`src/rtl/tl_resp_pkg.sv`:
```
`default_nettype none
// ============================================================================
// Module      : tl_resp_pkg
// Description : Shared opcode encodings, FIFO entry metadata type and the
//               request-to-response opcode mapping for the ID responder.
// Revision    : 1.0 - initial release
// ============================================================================
package tl_resp_pkg;

    // Width of the per-entry age counter; large enough for LATENCY up to 7.
    localparam int AGE_W = 3;

    typedef enum logic {
        GET     = 1'b0,
        PUTFULL = 1'b1
    } a_opcode_e;

    typedef enum logic {
        ACCESS_ACK_DATA = 1'b0,
        ACCESS_ACK      = 1'b1
    } d_opcode_e;

    // Per-entry bookkeeping held next to the stored source ID.
    typedef struct packed {
        a_opcode_e        opcode;
        logic [AGE_W-1:0] age;
    } entry_meta_t;

    // A Get is answered with data; a PutFull gets a plain acknowledge.
    function automatic d_opcode_e resp_opcode(input a_opcode_e op);
        return (op == PUTFULL) ? ACCESS_ACK : ACCESS_ACK_DATA;
    endfunction

endpackage
`default_nettype wire

```
`src/rtl/tl_aged_fifo.sv`:
```
`default_nettype none
// ============================================================================
// Module      : tl_aged_fifo
// Description : DEPTH-entry FIFO of {source, opcode}; each occupied entry
//               carries an age counter that saturates at LATENCY so the
//               head can be released only once it has waited long enough.
// Revision    : 1.0 - initial release
// ============================================================================
module tl_aged_fifo
    import tl_resp_pkg::*;
#(
    parameter int ID_W    = 4,
    parameter int DEPTH   = 4,
    parameter int LATENCY = 2
) (
    input  logic            clock,
    input  logic            reset_n,
    input  logic            wr_en_i,
    input  logic [ID_W-1:0] wr_source_i,
    input  logic            wr_opcode_i,
    input  logic            rd_en_i,
    output logic [ID_W-1:0] head_source_o,
    output logic            head_opcode_o,
    output logic            head_ripe_o
);

    localparam int PTR_W = $clog2(DEPTH);

    logic [PTR_W-1:0] wptr_q, wptr_d;
    logic [PTR_W-1:0] rptr_q, rptr_d;

    logic [ID_W-1:0] src_arr  [DEPTH];
    entry_meta_t     meta_arr [DEPTH];
    logic [DEPTH-1:0] occ_arr;

    // Pointer advance; natural PTR_W overflow gives the modulo-DEPTH wrap.
    always_comb begin
        wptr_d = wptr_q;
        rptr_d = rptr_q;
        if (wr_en_i) wptr_d = wptr_q + 1'b1;
        if (rd_en_i) rptr_d = rptr_q + 1'b1;
    end

    // Pointer registers.
    always_ff @(posedge clock) begin
        if (!reset_n) begin
            wptr_q <= '0;
            rptr_q <= '0;
        end else begin
            wptr_q <= wptr_d;
            rptr_q <= rptr_d;
        end
    end

    for (genvar i = 0; i < DEPTH; i++) begin : g_entry
        logic [ID_W-1:0] src_q;
        entry_meta_t     meta_q;
        logic            occ_q;
        logic            hit_wr;
        logic            hit_rd;

        assign hit_wr = wr_en_i && (wptr_q == PTR_W'(i));
        assign hit_rd = rd_en_i && (rptr_q == PTR_W'(i));

        // Load on write, free on retire, otherwise age while occupied.
        always_ff @(posedge clock) begin
            if (!reset_n) begin
                src_q  <= '0;
                meta_q <= '{opcode: GET, age: '0};
                occ_q  <= 1'b0;
            end else if (hit_wr) begin
                src_q  <= wr_source_i;
                meta_q <= '{opcode: a_opcode_e'(wr_opcode_i), age: '0};
                occ_q  <= 1'b1;
            end else if (hit_rd) begin
                occ_q  <= 1'b0;
            end else if (occ_q && (meta_q.age != AGE_W'(LATENCY))) begin
                meta_q.age <= meta_q.age + 1'b1;
            end
        end

        assign src_arr[i]  = src_q;
        assign meta_arr[i] = meta_q;
        assign occ_arr[i]  = occ_q;
    end

    assign head_source_o = src_arr[rptr_q];
    assign head_opcode_o = meta_arr[rptr_q].opcode;
    assign head_ripe_o   = occ_arr[rptr_q] &&
                           (meta_arr[rptr_q].age == AGE_W'(LATENCY));

endmodule
`default_nettype wire

```
`src/rtl/tl_id_responder.sv`:
```
`default_nettype none
// ============================================================================
// Module      : tl_id_responder
// Description : Answers each accepted request with a response carrying the
//               same source ID, in acceptance order, no earlier than LATENCY
//               cycles after acceptance. Tracks the outstanding count.
// Revision    : 1.0 - initial release
// ============================================================================
module tl_id_responder
    import tl_resp_pkg::*;
#(
    parameter int ID_W    = 4,
    parameter int DEPTH   = 4,
    parameter int LATENCY = 2
) (
    input  logic                     clock,
    input  logic                     reset_n,
    input  logic                     a_valid,
    output logic                     a_ready,
    input  logic [ID_W-1:0]          a_source,
    input  logic                     a_opcode,
    output logic                     d_valid,
    input  logic                     d_ready,
    output logic [ID_W-1:0]          d_source,
    output logic                     d_opcode,
    output logic [$clog2(DEPTH):0]   inflight
);

    localparam int CNT_W = $clog2(DEPTH) + 1;

    logic [CNT_W-1:0] inflight_q, inflight_d;
    logic             a_fire;
    logic             d_fire;
    logic             head_ripe;
    logic             head_opcode;

    // Ready comes from the registered count only, so a retire in the same
    // cycle never opens a slot for a full FIFO.
    assign a_ready = (inflight_q < CNT_W'(DEPTH));
    assign d_valid = (inflight_q != '0) && head_ripe;
    assign a_fire  = a_valid && a_ready;
    assign d_fire  = d_valid && d_ready;

    tl_aged_fifo #(
        .ID_W    (ID_W),
        .DEPTH   (DEPTH),
        .LATENCY (LATENCY)
    ) u_fifo (
        .clock         (clock),
        .reset_n       (reset_n),
        .wr_en_i       (a_fire),
        .wr_source_i   (a_source),
        .wr_opcode_i   (a_opcode),
        .rd_en_i       (d_fire),
        .head_source_o (d_source),
        .head_opcode_o (head_opcode),
        .head_ripe_o   (head_ripe)
    );

    assign d_opcode = resp_opcode(a_opcode_e'(head_opcode));
    assign inflight = inflight_q;

    // Outstanding count: up on accept only, down on retire only.
    always_comb begin
        inflight_d = inflight_q;
        case ({a_fire, d_fire})
            2'b10:   inflight_d = inflight_q + 1'b1;
            2'b01:   inflight_d = inflight_q - 1'b1;
            default: inflight_d = inflight_q;
        endcase
    end

    // Outstanding-count register.
    always_ff @(posedge clock) begin
        if (!reset_n) inflight_q <= '0;
        else          inflight_q <= inflight_d;
    end

endmodule
`default_nettype wire

```
`config.mk`:
```
export PLATFORM = sky130hd
export DESIGN_NAME = tl_id_responder
export DESIGN_NICKNAME = d
export VERILOG_FILES = /design/src/rtl/tl_resp_pkg.sv /design/src/rtl/tl_aged_fifo.sv /design/src/rtl/tl_id_responder.sv
export SDC_FILE = /design/constraint.sdc
export NUM_CORES = 1
export LEC_CHECK = 0
export ABC_CLOCK_PERIOD_IN_PS = 2750
export BUFFER_PORTS_ARGS = -buffer_cell sky130_fd_sc_hd__buf_2
export CAP_MARGIN = 20
export CORE_MARGIN = 1.5
export CORE_UTILIZATION = 30
export DETAILED_ROUTE_END_ITERATION = 8
export GPL_ROUTABILITY_DRIVEN = 0
export SLEW_MARGIN = 15
export SYNTH_ARGS = -nofsm -noshare
export SYNTH_HDL_FRONTEND = slang
export SYNTH_SLANG_ARGS = --single-unit
```
`constraint.sdc`:
```
create_clock -name clock -period 2.75 [get_ports clock]
set_input_delay 0.1375 -clock clock [delete_from_list [all_inputs] [get_ports clock]]
set_output_delay 0.1375 -clock clock [all_outputs]
set_load 0.05 [all_outputs]
```
==> metrics.log <==
INFO  metric clk-insertion-delay-late = about 0.30 ns
INFO  metric final-instance-count-excl-fill = 389
INFO  metric clock_power_share = 32.2%
INFO  metric number_of_sinks_on_the_clock_net = 43
INFO  metric grt_max_degree = 36
INFO  metric synthCells = 266
INFO  metric sequential_cell_fraction_of_total_power = 52.4%
INFO  metric final_number_of_max_transition_violations = 0
INFO  metric timing.reg2reg.setup_slack = 0.24 ns
INFO  metric rr_worst_depth = 10
INFO  metric detail_route.first_pass.iterations = 4
INFO  metric initial_core_util = 30.8%
INFO  metric relSlewSlack = 60.3%
INFO  metric number_of_vias_per_cell = 4.88
INFO  metric global_route_usage_over_all_layers = 13.4%
INFO  metric area_delta_synth_final = 13.2%
INFO  metric synth_top_area_cell = dfxtp_1
INFO  metric post_synthesis_sequential_area_ratio = 36.5%
INFO  metric finClkSkew = 0.00548 ns
INFO  metric num-nets-final = 313
INFO  metric detail_route.wl_per_cell = 13.1 um
INFO  metric drcViolationCount = 0
INFO  metric layout_cells_sized_above_1 = 16.0%
INFO  metric fin_setup_tns = 0 ns
INFO  metric cp.required = 2.98 ns
INFO  metric grt_antenna_before_repair = 0
INFO  metric async_set_reset_flop_share_out_of_synthesis = 0%
INFO  metric post-route-min-period = ~2.5 ns
INFO  metric grt_pass1_wl = ~8.8 mm
INFO  metric power_per_cell_area = 476 nW/um^2
INFO  metric floorplan.die.width = 91.6 um
INFO  metric post_cts.resized_instances = 0
INFO  metric post-dp-hpwl = 3.59 mm
INFO  metric swShare = 29.5%
INFO  metric p_switching = 375 uW
INFO  metric final_core_util = between 30% and 40%
INFO  metric r2r_end = inflight[2]
INFO  metric startpoint = u_fifo.g_entry[3].meta_q[1]
INFO  metric synth-main-ff-cell = dfxtp_1
INFO  metric clock_tree_buf_depth = 2
INFO  metric post_cts_hold_buffer_count = 0
INFO  metric synth_edf_count = 0
INFO  metric ios = 19
INFO  metric fp.dieArea = 8390 um^2
INFO  metric antenna_cells = 0
INFO  metric critical_path_buf_inv_count = 1
INFO  metric grt_overflow = 0
INFO  metric numPlacedInstances = 381
INFO  metric yosys_warnings = 0
INFO  metric crit-reg2reg-launch = u_fifo.g_entry[3].meta_q[1]
INFO  metric yosysTopAreaCellShare = 36.5%
INFO  metric power.internal = 894 uW
INFO  metric synth.distinct_cells = 31
INFO  metric number_of_fill_cells_in_the_layout = 778
INFO  metric count_of_final_hold_check_violations = 0
INFO  metric cp_slowest_cell = dfxtp_1
INFO  metric port_buffers = 18
INFO  metric cp-endpoint = inflight[2]
INFO  metric final_setup_violation_count = 0
INFO  metric maxCapViolations = 0
INFO  metric drt-total-wl = roughly 5 mm
INFO  metric ys_ff_latch = 43
INFO  metric fp.dieH = 91.6 um
INFO  metric antenna_left = 0
INFO  metric fin_hold_ws = around 0.11 ns
INFO  metric initialDrtViolationCount = between 80 and 90
INFO  metric run_status = finished, final reports clean
INFO  metric standard_cell_rows = 32
INFO  metric tritoncts = done
INFO  metric seqCellArea = 865 um^2
INFO  metric netlist_area = 2360 um^2
INFO  metric worst-endpoint-arrival = 2.74 ns
INFO  metric timing.critical_path.to_type = flop
INFO  metric yosys-top-cells-count = 57 x nand2_1, 43 x dfxtp_1, 22 x inv_1
INFO  metric critPathMaxFanout = 4
INFO  metric cts_post_setup_buffers_inserted = 0
INFO  metric leakagePower = 0.00104 uW
INFO  metric cp_top_family = simple AND/OR/NAND/NOR gates
INFO  metric layout_worst_path_cycle_share = 91.3%
INFO  metric clk_root_buffer_cell = clkbuf_8
INFO  metric unrepaired_setup_endpoints_after_global_routing = false
INFO  metric path_clk_slew = 0.08 ns
INFO  metric multi_input_area = 1340 um^2
INFO  metric start_kind = flop
INFO  metric max_stage_delay = 0.38 ns
INFO  metric first_global_vias = 1889
INFO  metric vdd_ir_drop_max = about 0.26 mV
INFO  metric p_comb_share = 15.4%
INFO  metric cts-htree-levels = 2
INFO  metric cts_buffers = 5
INFO  metric syn_nets = 293
INFO  metric cells_along_the_critical_path = nor4bb_1 > a21oi_1 > a32oi_4 > and3_1 > ha_1 > inv_1 > fa_1 > xor2_1 > or3_1 > a21boi_0
INFO  metric core_region_area = around 7600 um^2
INFO  metric hold_path_class = input pin to flop
INFO  metric max_freq = 0.398 GHz
INFO  metric netlist_top_cells_area = dfxtp_1 37%, nand2_1 9.1%, ha_1 9.0%
INFO  metric worst-path-stages = 10
INFO  metric worst_pin_slew = roughly 0.60 ns
INFO  metric syn-mean-instance-area = 8.86 um^2
INFO  metric critPathKind = flop to flop
INFO  metric synthMostInstantiatedCell = nand2_1
INFO  metric design_power_total = 1270 uW
INFO  metric via_count = 1898
==> layout make-up <==
type | count | area share [%]
Sequential cell | 43 | 32.4
Inverter | 22 | 3.24
Clock inverter | 3 | 0.704
Timing Repair Buffer | 27 | 5.91
Clock buffer | 5 | 2.58
Tap cell | 102 | 4.78
Multi-Input combinational cell | 187 | 50.4
==> cells by family after synthesis <==
group	after synthesis	synth area share (%)
AND/OR/NAND/NOR	99	20.3
buffers and inverters	36	6.43
multiplexers	19	11.5
adder cells (fa/ha/maj)	18	9.88
flip-flops	43	36.5
XOR/XNOR	3	1.12
AO/OA/AOI/OAI	48	14.2
==> power groups by stage <==
stage                     Combinational [uW]  Sequential [uW]  Clock (uW)
final                                    195              665         408
after global routing                     218              669         446
after CTS                                198              665         425
after detailed placement                 197              680           0
after global placement                   193              679           0
after floorplan                          131              687           0
==> cell usage in the layout (no fill, tap or decap), types with 2 or more instances in the layout <==
| master | n |
|---|---|
| or3_1 | 5 |
| clkinvlp_4 | 2 |
| xnor2_1 | 2 |
| a31oi_1 | 12 |
| mux4_1 | 5 |
| mux2i_1 | 14 |
| and2_1 | 7 |
| nor2b_1 | 2 |
| a21oi_1 | 3 |
| a21boi_0 | 21 |
| o21ai_0 | 10 |
| dfxtp_1 | 42 |
| buf_2 | 18 |
| nand2_1 | 57 |
| clkbuf_8 | 5 |
| nand3_1 | 16 |
| inv_1 | 21 |
| buf_4 | 9 |
| ha_1 | 17 |
| or2_2 | 4 |
==> registers in the layout, summed over array words and instances, names as in the netlist <==
name                   count
inflight                   3
u_fifo.g_entry.meta_q     16
u_fifo.g_entry.src_q      16
u_fifo.rptr_q              2
u_fifo.g_entry.occ_q       4
u_fifo.wptr_q              2
==> per-layer routing <==
metal	wire [um]	GRT usage, %
met3	170	3.07
met4	79	4.82
met1	2420	15.8
met5	0	0
met2	2440	23.6
==> stage by stage <==
| step | cell area (um^2) | worst slack [ns] |
|---|---|---|
| global placement | 2580 | 0.305 |
| finish | 2670 | 0.239 |
| detailed placement | 2580 | 0.273 |
| CTS | 2670 | 0.235 |
| floorplan | 2360 | 0.00593 |
| global route | 2670 | 0.117 |
==> worst min-delay path by stage <==
stage                           start                          end  slack (ns)  depth (start not counted)
after floorplan              a_opcode  u_fifo.g_entry[0].meta_q[3]        0.28                          2
after global routing         a_opcode  u_fifo.g_entry[3].meta_q[3]        0.11                          3
final                        a_opcode  u_fifo.g_entry[2].meta_q[3]        0.11                          3
after detailed placement     a_opcode  u_fifo.g_entry[2].meta_q[3]        0.43                          3
after global placement    a_source[1]   u_fifo.g_entry[3].src_q[1]        0.42                          3
after CTS                    a_opcode  u_fifo.g_entry[2].meta_q[3]         0.1                          3
==> worst register-to-register path: stages, from the launching register on <==
cell      delay (ns)
dfxtp_1         0.38
nor4bb_1        0.29
a21oi_1         0.14
a32oi_4         0.20
and3_1          0.20
ha_1            0.18
inv_1           0.06
fa_1            0.37
xor2_1          0.16
or3_1           0.30
a21boi_0        0.15
Note: power is estimated with default switching activity, not from simulation.
